File: src/rtl/axis_pkt_gen_if.sv
// AXI-Stream beat channel between the packet generator (master) and its sink.
// Carries payload, valid/ready handshake and end-of-packet marker.
interface axis_pkt_gen_if #(
  parameter int DATA_WIDTH = 8
);
  logic [DATA_WIDTH-1:0] m_data;
  logic                  m_valid;
  logic                  m_ready;
  logic                  m_last;

  modport master (
    output m_data,
    output m_valid,
    output m_last,
    input  m_ready
  );

  modport slave (
    input  m_data,
    input  m_valid,
    input  m_last,
    output m_ready
  );
endinterface

File: src/rtl/axis_pkt_gen.sv
// AXI-Stream packet generator: emits (pkt_len+1) beats per start request and counts packets.
// Optional macro AXIS_PKT_GEN_LFSR_EN switches the payload from incrementing to LFSR.
module axis_pkt_gen #(
  parameter int DATA_WIDTH = 8,
  parameter int LEN_WIDTH  = 4,
  parameter int CNT_WIDTH  = 16
) (
  input  logic                  m_aclk,
  input  logic                  m_areset_n,
  input  logic                  start,
  input  logic [LEN_WIDTH-1:0]  pkt_len,
  input  logic [DATA_WIDTH-1:0] seed,
  axis_pkt_gen_if.master        m_axis,
  output logic                  busy,
  output logic                  done,
  output logic [CNT_WIDTH-1:0]  pkt_count
);

  typedef enum logic [0:0] {
    IDLE = 1'b0,
    SEND = 1'b1
  } state_t;

  state_t               state;
  logic [LEN_WIDTH-1:0] len_lat;
  logic [LEN_WIDTH-1:0] beat_idx;

  function automatic logic [DATA_WIDTH-1:0] next_payload(input logic [DATA_WIDTH-1:0] d);
`ifdef AXIS_PKT_GEN_LFSR_EN
    next_payload = {d[DATA_WIDTH-2:0],
                    d[DATA_WIDTH-1] ^ d[DATA_WIDTH-3] ^ d[DATA_WIDTH-4] ^ d[DATA_WIDTH-5]};
`else
    next_payload = d + DATA_WIDTH'(1);
`endif
  endfunction

  // An all-zero LFSR state would never advance, so zero seeds start at one.
  function automatic logic [DATA_WIDTH-1:0] first_payload(input logic [DATA_WIDTH-1:0] s);
`ifdef AXIS_PKT_GEN_LFSR_EN
    first_payload = (s == '0) ? DATA_WIDTH'(1) : s;
`else
    first_payload = s;
`endif
  endfunction

  // Packet FSM with all stream and status outputs registered.
  always_ff @(posedge m_aclk or negedge m_areset_n) begin
    if (!m_areset_n) begin
      state          <= IDLE;
      len_lat        <= '0;
      beat_idx       <= '0;
      m_axis.m_data  <= '0;
      m_axis.m_valid <= 1'b0;
      m_axis.m_last  <= 1'b0;
      busy           <= 1'b0;
      done           <= 1'b0;
      pkt_count      <= '0;
    end else begin
      case (state)
        IDLE: begin
          done <= 1'b0;
          if (start) begin
            state          <= SEND;
            len_lat        <= pkt_len;
            beat_idx       <= '0;
            m_axis.m_data  <= first_payload(seed);
            m_axis.m_valid <= 1'b1;
            m_axis.m_last  <= (pkt_len == '0);
            busy           <= 1'b1;
          end else begin
            state <= IDLE;
          end
        end
        SEND: begin
          done <= 1'b0;
          if (m_axis.m_valid && m_axis.m_ready) begin
            if (m_axis.m_last) begin
              state          <= IDLE;
              m_axis.m_valid <= 1'b0;
              m_axis.m_last  <= 1'b0;
              busy           <= 1'b0;
              done           <= 1'b1;
              pkt_count      <= pkt_count + CNT_WIDTH'(1);
            end else begin
              beat_idx      <= beat_idx + LEN_WIDTH'(1);
              m_axis.m_data <= next_payload(m_axis.m_data);
              m_axis.m_last <= ((beat_idx + LEN_WIDTH'(1)) == len_lat);
            end
          end else begin
            state <= SEND;
          end
        end
        default: begin
          state          <= IDLE;
          m_axis.m_valid <= 1'b0;
          m_axis.m_last  <= 1'b0;
          busy           <= 1'b0;
          done           <= 1'b0;
        end
      endcase
    end
  end

endmodule

File: src/flat_wrapper.sv
// flat-port wrapper written by rule: the top's interface ports become plain ports
module axis_pkt_gen_flat 
#(
  parameter int DATA_WIDTH = 8,
  parameter int LEN_WIDTH  = 4,
  parameter int CNT_WIDTH  = 16
)
  (m_aclk, m_areset_n, start, pkt_len, seed, busy, done, pkt_count, m_axis_m_data, m_axis_m_valid, m_axis_m_last, m_axis_m_ready);
  axis_pkt_gen_if #(.DATA_WIDTH(DATA_WIDTH)) m_axis_i ();
  input  logic m_aclk;
  input  logic m_areset_n;
  input  logic start;
  input  logic [LEN_WIDTH-1:0] pkt_len;
  input  logic [DATA_WIDTH-1:0] seed;
  output logic busy;
  output logic done;
  output logic [CNT_WIDTH-1:0] pkt_count;
  output wire logic [$bits(m_axis_i.m_data)-1:0] m_axis_m_data;
  output wire logic [$bits(m_axis_i.m_valid)-1:0] m_axis_m_valid;
  output wire logic [$bits(m_axis_i.m_last)-1:0] m_axis_m_last;
  input wire logic [$bits(m_axis_i.m_ready)-1:0] m_axis_m_ready;
  assign m_axis_m_data = m_axis_i.m_data;
  assign m_axis_m_valid = m_axis_i.m_valid;
  assign m_axis_m_last = m_axis_i.m_last;
  assign m_axis_i.m_ready = m_axis_m_ready;
  axis_pkt_gen #(.DATA_WIDTH(DATA_WIDTH), .LEN_WIDTH(LEN_WIDTH), .CNT_WIDTH(CNT_WIDTH)) u_core (.m_aclk(m_aclk), .m_areset_n(m_areset_n), .start(start), .pkt_len(pkt_len), .seed(seed), .m_axis(m_axis_i), .busy(busy), .done(done), .pkt_count(pkt_count));
endmodule
File: config.mk
export PLATFORM = sky130hd
export DESIGN_NAME = axis_pkt_gen_flat
export DESIGN_NICKNAME = d
export VERILOG_FILES = /design/src/rtl/axis_pkt_gen_if.sv /design/src/rtl/axis_pkt_gen.sv /design/src/flat_wrapper.sv
export SDC_FILE = /design/constraint.sdc
export NUM_CORES = 1
export LEC_CHECK = 0
export BUFFER_PORTS_ARGS = -buffer_cell sky130_fd_sc_hd__buf_4
export CORE_MARGIN = 5
export CORE_UTILIZATION = 30
export CTS_CLUSTER_SIZE = 12
export DETAILED_ROUTE_END_ITERATION = 8
export HOLD_SLACK_MARGIN = 0.03
export PLACE_DENSITY = 0.55
export SYNTH_ARGS = -nofsm -noshare
export SYNTH_HDL_FRONTEND = slang
export SYNTH_SLANG_ARGS = --single-unit
File: constraint.sdc
create_clock -name m_aclk -period 1.8 [get_ports m_aclk]
set_clock_uncertainty 0.2 [all_clocks]
set_input_delay 0.18 -clock m_aclk [delete_from_list [all_inputs] [get_ports m_aclk]]
set_output_delay 0.18 -clock m_aclk [all_outputs]
set_load 0.02 [all_outputs]
# Word-level counts from Yosys, hierarchy flattened
# Index checks and enable logic that the tools add are counted.
# op_classes
add_sub_neg,3
n_mul,0
n_div,0
order_cmp,0
eq_ne,5
shifts,0
muxes,23
bitwise_logic,1
reduce_logical,7
# op_table
cell,count
$mux W8,3
$add A16 B1 Y16 const B,1
$pmux W8 S2,1
$mux W4,3
$mux W1,11
$reduce_and A3 Y1,3
$add A8 B1 Y8 const B,1
$pmux W1 S2,4
$pmux W4 S2,1
$ne A2 B2 Y1 const B,3
$add A4 B1 Y4 const B,1
$eq A4 B4 Y1,1
$logic_not A4 Y1,1
$reduce_and A2 Y1,2
$ne A2 B1 Y1 const B,1
$logic_and A1 B1 Y1,1
$not A1 Y1,1
# totals
regBits,36
latch_bits,0
ram_bits,0
mem_bits_ro,0
inputBits,16
out_inout_bits,28
wordCells,47
memories,0

# Depth between registers and ports, before layout
# Gate-level depths: netlist of the first run.
# logic_depth
depth_word,5
depth_mapped,6
mapped_depth_nobuf,5

# Worst setup path after synthesis of the first run
# OpenSTA, ideal clock, no wires.
# synth_path
path_kind,flip-flop to flip-flop
startpoint,reg u_core.m_axis.m_valid
endpoint,reg u_core.m_axis.m_data[3]
setup_ps,126
arrival_ps,1472
t_required_ps,1474
setup_slack_ps,2
path_stages_with_launch,5
n_path_buf,0
period_less_slack_ps,1798
path_cell_list,dfrtp_1 -> nand4b_4 -> or2_4 -> a21o_1 -> a221o_1
# synth_via
elab_chain_cells,3
# synth_lines
element,line,rtl
"start, declared",axis_pkt_gen_if.sv:13,"output m_valid,"
"start signal, assigned",axis_pkt_gen.sv:53,m_axis.m_valid <= 1'b0;
"start signal, assigned",axis_pkt_gen.sv:67,m_axis.m_valid <= 1'b1;
"start signal, assigned",axis_pkt_gen.sv:79,m_axis.m_valid <= 1'b0;
$logic_and A1 B1 Y1,axis_pkt_gen.sv:76,if (m_axis.m_valid && m_axis.m_ready) begin
$ne A2 B2 Y1 (no line),-,
$reduce_and A3 Y1 (no line),-,
"end signal, assigned",axis_pkt_gen.sv:66,m_axis.m_data <= first_payload(seed);
"end signal, assigned",axis_pkt_gen.sv:86,m_axis.m_data <= next_payload(m_axis.m_data);
"end, declared",axis_pkt_gen_if.sv:12,"output m_data,"
# Every way passes these cells.
# A chain may end at the register's enable or synchronous reset.

# Worst setup path after layout of the first run
# layout_path
startpoint,in pkt_len[1]
endpoint,reg u_core.m_axis.m_last
# layout_via
elab_chain_cells,3
# layout_lines
element,line,rtl
"start, declared",flat_wrapper.sv:13,input logic [LEN_WIDTH-1:0] pkt_len;
$logic_not A4 Y1,axis_pkt_gen.sv:68,m_axis.m_last <= (pkt_len == '0);
$mux W1,axis_pkt_gen.sv:62,if (start) begin
$pmux W1 S2,axis_pkt_gen.sv:59,case (state)
"end signal, assigned",axis_pkt_gen.sv:68,
"end signal, assigned",axis_pkt_gen.sv:87,m_axis.m_last <= ((beat_idx + LEN_WIDTH'(1)) == len_lat);
"end, declared",axis_pkt_gen_if.sv:14,"output m_last,"
# Every way passes these cells. The select of a mux whose other input is x is not followed.

==> results of run 1 <==
## final cells by class
cell class                 instances  area (um2)
clock buffer                       6        72.6
clock inverter                     2        35.0
fill                             602        3350
inverter                           3        11.3
multi-input combinational        126         845
sequential                        36         902
tap                               75        93.8
timing repair buffer              67         538
## state kept, by name (all words and copies together), names as in the netlist
name	count
u_core.state	1
u_core.m_axis.m_valid	1
u_core.len_lat	4
u_core.m_axis.m_last	1
u_core.done	1
u_core.beat_idx	4
u_core.m_axis.m_data	8
u_core.pkt_count	16
## metrics by stage
step,power (W),hold slack (ns),cells,setup slack [ns]
floorplan,0.00222,-0.316,171,0.00176
global placement,0.00279,-0.0269,293,0.108
detailed placement,0.00280,-0.0271,293,0.0593
CTS,0.00354,0.114,315,0.0385
global route,0.00375,0.170,315,0.0000759
finish,0.00349,0.121,315,0.0641
## how the worst max path moves through the flow
stage | start | to | slack, ns | cells after the start
final | pkt_len[1] | u_core.m_axis.m_last | 0.06 | 5
after global routing | u_core.m_axis.m_last | u_core.m_axis.m_data[4] | 0.00008 | 4
after floorplan | u_core.m_axis.m_valid | u_core.m_axis.m_data[3] | 0.002 | 4
after global placement | u_core.beat_idx[0] | u_core.m_axis.m_last | 0.11 | 5
after CTS | u_core.state | u_core.m_axis.m_data[4] | 0.04 | 4
after detailed placement | u_core.state | u_core.m_axis.m_data[4] | 0.06 | 4
## power groups by stage
| stage | clock, W | combinational (W) | sequential, W |
|---|---|---|---|
| after floorplan | 0 | 0.000755 | 0.00147 |
| after global placement | 0 | 0.00146 | 0.00133 |
| after detailed placement | 0 | 0.00147 | 0.00133 |
| after CTS | 0.000720 | 0.00149 | 0.00133 |
| after global routing | 0.000753 | 0.00163 | 0.00137 |
| final | 0.000691 | 0.00147 | 0.00132 |
## synth_stat cells, drive strengths merged (4+ instances only)
cell and number:
dfrtp 36, nand2 31, xnor2 15, nand3 12, nor2 10, nand4 8
xor2 7, nor3 4, o21ai 4
## metal layers
layer | vias up | global-route usage, %
li1 | 730 | -
met1 | 703 | 15.1
met2 | 33 | 17.7
met3 | 8 | 3.78
met4 | 0 | 5.58
met5 | - | 0
## what timing repair did
action,4_1_cts,5_1_grt
gates resized for setup,0,3
endpoints found under the setup margin,0,4
hold buffers,14,0
endpoints found under the hold margin,49,0
## cells by family after synthesis
logic type	Yosys count
XOR/XNOR	23
AO/OA/AOI/OAI	18
adder cells (fa/ha/maj)	3
AND/OR/NAND/NOR	79
multiplexers	3
buffers and inverters	9
flip-flops	36
## tightest hold or removal path: stages
cell and delay [ns]:
buf_4 0.12, nand3_1 0.07, nand2_1 0.07, o22a_1 0.12
==> metrics.md, run 1 <==
| Metric | Value |
|---|---|
| Status | `complete, no violations` |
| Initial antenna violation count | `0` |
| RSZ-0062 raised after global routing | `false` |
| Worst Max-Slew Pin Slew | `0.472 ns` |
| Main combinational cell family by area after synthesis | `simple AND/OR/NAND/NOR gates` |
| Synth Register Bits | `36` |
| Mux cell area share after synthesis | `1.68%` |
| Sw Share | `37.5%` |
| Reg-to-reg startpoint | `u_core.m_axis.m_last` |
| Syn_nets | `190` |
| Setup TNS | `0 ns` |
| Highest metal used | `met4` |
| Reg2Reg Depth | `4` |
| Number of vias in the routed layout | `1,474` |
| HP Start | `m_axis_m_ready` |
| Critical path's largest stage delay | `0.58 ns` |
| Rows | `28` |
| Post-CTS Setup Bufs | `0` |
| Die ar. | `7600 um2` |
| Synthesis Warnings | `0` |
| Post-synthesis compound-gate area fraction | `7.21%` |
| GP Congestion | `0.768` |
| Syn Std Cell Area | `1790 um2` |
| M1 wire length | `1.91 mm` |
| Clock sink count | `36` |
| Antenna cells | `0` |
| Post-Synth Adder-Cell Area | `2.10%` |
| Most common cell after layout, fill and taps aside | `buf_4` |
| Die outline height | `87.2 um` |
| Hold Path Stages | `4` |
| Min-delay worst type | `input port to flop` |
| Final HPWL DP | `3.01 mm` |
| Synth Area in Simple Gates | `23.9%` |
| Comb power frac | `42.2%` |
| GRT Total Usage | `11.7%` |
| Final period utilization | `96.4%` |
| WHS Endpoint | `u_core.m_axis.m_last` |
| Hold Violations, Final | `0` |
| TritonCTS clock tree | `yes` |
| Grt ovf | `0` |
| Crit path max fanout | `2` |
| Routed Antenna Nets | `0` |
| EDFF count, synth | `0` |
| Width of the die | `87.2 um` |
| Setup CP Type | `input port to flop` |
| Internal power | `0.00218 W` |
| Final Util | `42.7%` |
| Mapped Avg Cell Area | `10.4 um2` |
| CP Launch Type | `input port` |
| Peak supply drop | `0.000506 V` |
| Layout cells sized above 1 | `28.3%` |
| Ys async rst share | `100%` |
| Cell variety after synth | `39` |
| DRC violations left | `0` |
| Detailed Route WL | `4.13 mm` |
| Top-area cell type share of the netlist area | `50.4%` |
| Clock-pin slew on the worst setup and hold paths | `0.07 ns` |
| I/O Buffers | `43` |
| Commonest non-fill, non-tap cells in the layout | `53 x buf_4, 35 x dfrtp_1, 31 x nand2_1, 15 x xnor2_1, 14 x dlygate4sd3_1` |
| Register area share after synthesis | `50.4%` |
| Crit path max-delay family | `buffers and inverters` |
| Initial drt markers | `67` |
| Post-Synth XOR/XNOR Area | `12.1%` |
| Initial Util | `30.5%` |
| Final #Nets | `258` |
| FF-to-FF End | `u_core.m_axis.m_data[3]` |
| Via/cell ratio | `4.68` |
| Met3 WL | `196 um` |
| Worst path cell trace | `dlygate4sd3_1, buf_4, or4_1, o21ai_0, o22a_1` |
| Seq pwr share | `38.0%` |
| Final setup fails | `0` |
| Max_cap viols | `0` |
| FMAX | `576 MHz` |
| CP required | `1.82 ns` |
| Pwr/cell area | `1400 nW/um2` |
| Post-DP Area | `2240 um2` |
| Core area | `5850 um2` |
| Largest area contributor in the netlist | `dfrtp_1` |
| Vias in the first global route | `1,515` |
| Prevailing post-synth register cell | `dfrtp_1` |
| Clock buffer count from CTS | `5` |
| Clock root cell | `clkbuf_8` |
| Critical path buffer and inverter count | `2` |
| CP arrival | `1.76 ns` |
| Slowest CP cell | `or4_1` |
| Sw power | `0.00131 W` |
| Flop-to-flop setup slack | `0.08 ns` |
| IO Pins | `44` |
| Area grow syn2layout | `39.8%` |
| Routed wl met2 | `1.94 mm` |
| WL per Instance | `13.1 um` |
| First-pass GRT wire length | `6.91 mm` |
| Critical path capture point type | `flop` |
| Synth top area cells | `dfrtp_1 50%, xnor2_1 7.4%, nand2_1 6.5%` |
| Drt first pass iters | `4` |
| Max-slew violations | `0` |
| Clock share of power | `19.8%` |
| Relative slew slack | `68.5%` |
| Pin count of the biggest net entering global routing | `37` |
| Max clock buf depth | `2` |
| Period minus WS final | `1.74 ns` |
| Syn Inst Count | `171` |
| Worst-Skew Late Latency | `0.28 ns` |
| Design Area, Final | `2500 um2` |
| LEAKAGE | `1.21 nW` |
| H-tree depth | `2` |
Note: power is estimated with default switching activity, not from simulation.
==> run 2, diff against run 1 <==
--- a/config.mk
+++ b/config.mk
@@ -10,7 +10,7 @@
 export CORE_UTILIZATION = 30
 export CTS_CLUSTER_SIZE = 12
 export DETAILED_ROUTE_END_ITERATION = 8
-export HOLD_SLACK_MARGIN = 0.03
+export HOLD_SLACK_MARGIN = 0.1
 export PLACE_DENSITY = 0.55
 export SYNTH_ARGS = -nofsm -noshare
 export SYNTH_HDL_FRONTEND = slang
==> constraint.sdc (replaced) <==
create_clock -name m_aclk -period 1.6 [get_ports m_aclk]
set_clock_uncertainty 0.2 [all_clocks]
set_input_delay 0.16 -clock m_aclk [delete_from_list [all_inputs] [get_ports m_aclk]]
set_output_delay 0.16 -clock m_aclk [all_outputs]
set_load 0.02 [all_outputs]
==> run 2 against run 1 <==
  * Global-route usage increased by 0.92 points
  * The run now ends with setup timing left
  * Hold slack improved by 0.0064 ns
  * Die area unchanged
  * Sequential power increased by 9.8%
  * Setup slack got worse by 0.090 ns
  * Non-clock buffer count increased by 28
  * Largest cell class unchanged
  * Wire length increased by 6.3%
  * Final cell count increased by 8.9%
  * Critical endpoint unchanged
==> metrics.md, run 2 (synthesis gave the netlist of run 1 again) <==
| Metric | Value |
|---|---|
| Status | `complete, but fails checks (was complete, no violations)` |
| Violated checks | `setup timing` |
| Peak supply drop | `0.000847 V (was 0.000506 V)` |
| Crit path max fanout | `2 (unchanged)` |
| WL per Instance | `12.8 um (was 13.1 um)` |
| Clock sink count | `36 (unchanged)` |
| Regs by FF count | `u_core.pkt_count: 16 flops, u_core.m_axis.m_data: 8 flops (unchanged)` |
| CP arrival | `1.65 ns (was 1.76 ns)` |
| H-tree depth | `2 (unchanged)` |
| GP Congestion | `0.819 (was 0.768)` |
| Final HPWL DP | `3.22 mm (was 3.01 mm)` |
| Antenna cells | `0 (unchanged)` |
| Critical path capture point type | `flop (unchanged)` |
| Clock root cell | `clkbuf_8 (unchanged)` |
| Max reg flops | `16 (unchanged)` |
| Setup ws final | `-0.0263 ns (was 0.0641 ns)` |
| Die ar. | `7600 um2 (unchanged)` |
| Layout cells sized above 1 | `39.6% (was 28.3%)` |
| Routed Antenna Nets | `0 (unchanged)` |
| Critical path's largest stage delay | `0.38 ns (was 0.58 ns)` |
| TritonCTS clock tree | `yes (unchanged)` |
| Highest metal used | `met4 (unchanged)` |
| Final period utilization | `102%` |
| Slowest CP cell | `dfrtp_1 (was or4_1)` |
| Crit path max-delay family | `flip-flops (was buffers and inverters)` |
| Routed wl met2 | `2.10 mm (was 1.94 mm)` |
| Max clock buf depth | `2 (unchanged)` |
| Pin count of the biggest net entering global routing | `37 (unchanged)` |
| Period minus WS final | `1.63 ns` |
| HP Start | `m_axis_m_ready (unchanged)` |
| Max-slew violations | `0 (unchanged)` |
| Grt ovf | `0 (unchanged)` |
| Final setup fails | `2 (was 0)` |
| Detailed Route WL | `4.39 mm (was 4.13 mm)` |
| Max_cap viols | `0 (unchanged)` |
| Vias in the first global route | `1,575 (was 1,515)` |
| Relative slew slack | `68.9% (was 68.5%)` |
| Fill cells | `562 (was 602)` |
| IO Pins | `44 (unchanged)` |
| CP required | `1.62 ns (was 1.82 ns)` |
| Initial drt markers | `73 (was 67)` |
| Setup TNS | `-0.0462 ns (was 0 ns)` |
| Initial antenna violation count | `0 (unchanged)` |
| Pwr/cell area | `1540 nW/um2 (was 1400 nW/um2)` |
| FMAX | `615 MHz` |
| Min-delay worst type | `input port to flop (unchanged)` |
| Most common cell after layout, fill and taps aside | `buf_4 (unchanged)` |
| Worst path cell trace | `ha_1, xnor2_1, nand4_1, nor3b_2, o22a_1 (was dlygate4sd3_1, buf_4, or4_1, o21ai_0, o22a_1)` |
| Clock buffer count from CTS | `5 (unchanged)` |
| DRC violations left | `0 (unchanged)` |
| Final #Nets | `286 (was 258)` |
| Hold Violations, Final | `0 (unchanged)` |
| Critical path buffer and inverter count | `0 (was 2)` |
| Largest Register | `u_core.pkt_count (unchanged)` |
| Clock-pin slew on the worst setup and hold paths | `0.07 ns (about the same)` |
| Flop-to-flop setup slack | `-0.03 ns (was 0.08 ns)` |
| M1 wire length | `2.04 mm (was 1.91 mm)` |
| CP Launch Type | `flop (was input port)` |
| Initial Util | `30.5% (unchanged)` |
| Setup CP Type | `flop to flop (was input port to flop)` |
| Via/cell ratio | `4.61 (was 4.68)` |
| Area grow syn2layout | `54.1% (was 39.8%)` |
| Die outline height | `87.2 um (unchanged)` |
| Area taken by flip-flops and latches | `907 um2 (was 902 um2)` |
| GRT Total Usage | `12.6% (was 11.7%)` |
| Critical path startpoint | `u_core.beat_idx[0] (was pkt_len[1])` |
| Reg-to-reg startpoint | `u_core.beat_idx[0] (was u_core.m_axis.m_last)` |
| Core area | `5850 um2 (unchanged)` |
| LEAKAGE | `1.36 nW (was 1.21 nW)` |
| Commonest non-fill, non-tap cells in the layout | `80 x buf_4, 31 x nand2_1, 31 x dfrtp_1, 15 x xnor2_1, 14 x dlygate4sd3_1 (was 53 x buf_4, 35 x dfrtp_1, 31 x nand2_1, 15 x xnor2_1, 14 x dlygate4sd3_1)` |
| RSZ-0062 raised after global routing | `true (was false)` |
| Met3 WL | `197 um (was 196 um)` |
| Worst Max-Slew Pin Slew | `0.466 ns (was 0.472 ns)` |
| First-pass GRT wire length | `7.53 mm (was 6.91 mm)` |
| Worst-Skew Late Latency | `0.28 ns (about the same)` |
| Width of the die | `87.2 um (unchanged)` |
| Drt first pass iters | `4 (unchanged)` |
| Number of vias in the routed layout | `1,581 (was 1,474)` |
| Hold WS | `0.128 ns (was 0.121 ns)` |
| I/O Buffers | `43 (unchanged)` |
| Area of the multi-input gates | `895 um2 (was 845 um2)` |
| Rows | `28 (unchanged)` |
==> run 2: changes by cell type in the layout (fill, tap and decap cells not counted), sizes merged <==
cell and change:
buf +28, bufinv -1, clkbuf +1, clkinv -1, clkinvlp +1
==> run 2: where the power goes <==
group | internal, W | switching [W]
Sequential | 0.00118 | 0.000271
Clock | 0.000350 | 0.000324
Combinational | 0.00111 | 0.00101
==> run 2: worst reg2reg max path, delay by kind of cell, from the launching register on <==
kind | cells | cell delay [ns]
flops | 1 | 0.38
compound gates | 1 | 0.15
simple gates | 2 | 0.36
xor+xnor | 1 | 0.15
fa+ha+maj | 1 | 0.32
==> run 2: what timing repair did <==
action | CTS | global route
hold buffers | 14 | 0
pin swaps | 2 | 4
setup endpoints to repair | 13 | 18
resized for setup | 4 | 10
endpoints found under the hold margin | 49 | 0
buffers inserted | 3 | 2
==> run 2: area by class of cell <==
class | count | share of cell area, %
multi-input cells | 126 | 32.5
clock buffers | 7 | 3.14
clock inverters | 1 | 0.273
inverters | 3 | 0.409
well taps | 75 | 3.41
repair buffers | 95 | 27.3
flip-flops and latches | 36 | 33.0
==> run 2: layer usage <==
metal,track usage [%],up-vias
met5,0,-
met4,4.60,0
met3,2.55,5
met2,20.6,28
met1,16.7,760
li1,-,788
==> run 2: stage by stage <==
stage / area [um2] / worst slack [ns] / util (%) / power [W] / std cells
2_1_floorplan: 1790 / -0.0989 / - / 0.00251 / 171
3_3_place_gp: 2420 / -0.0402 / 41.4 / 0.00339 / 316
3_5_place_dp: 2420 / -0.0900 / 41.4 / 0.00341 / 316
4_1_cts: 2690 / -0.0244 / 46.0 / 0.00418 / 341
5_1_grt: 2750 / -0.0871 / 47.0 / 0.00457 / 343
6_report: 2750 / -0.0263 / 47.0 / 0.00425 / 343
==> run 2: final timing paths <==
kind | to | depth (start not counted)
max in group asynchronous | u_core.m_axis.m_valid | 2
worst min-delay path | u_core.m_axis.m_last | 4
worst max-delay path | u_core.m_axis.m_last | 5
min in group asynchronous | u_core.m_axis.m_data[1] | 2
worst max register to register | u_core.m_axis.m_last | 5
worst min register to register | u_core.pkt_count[15] | 1
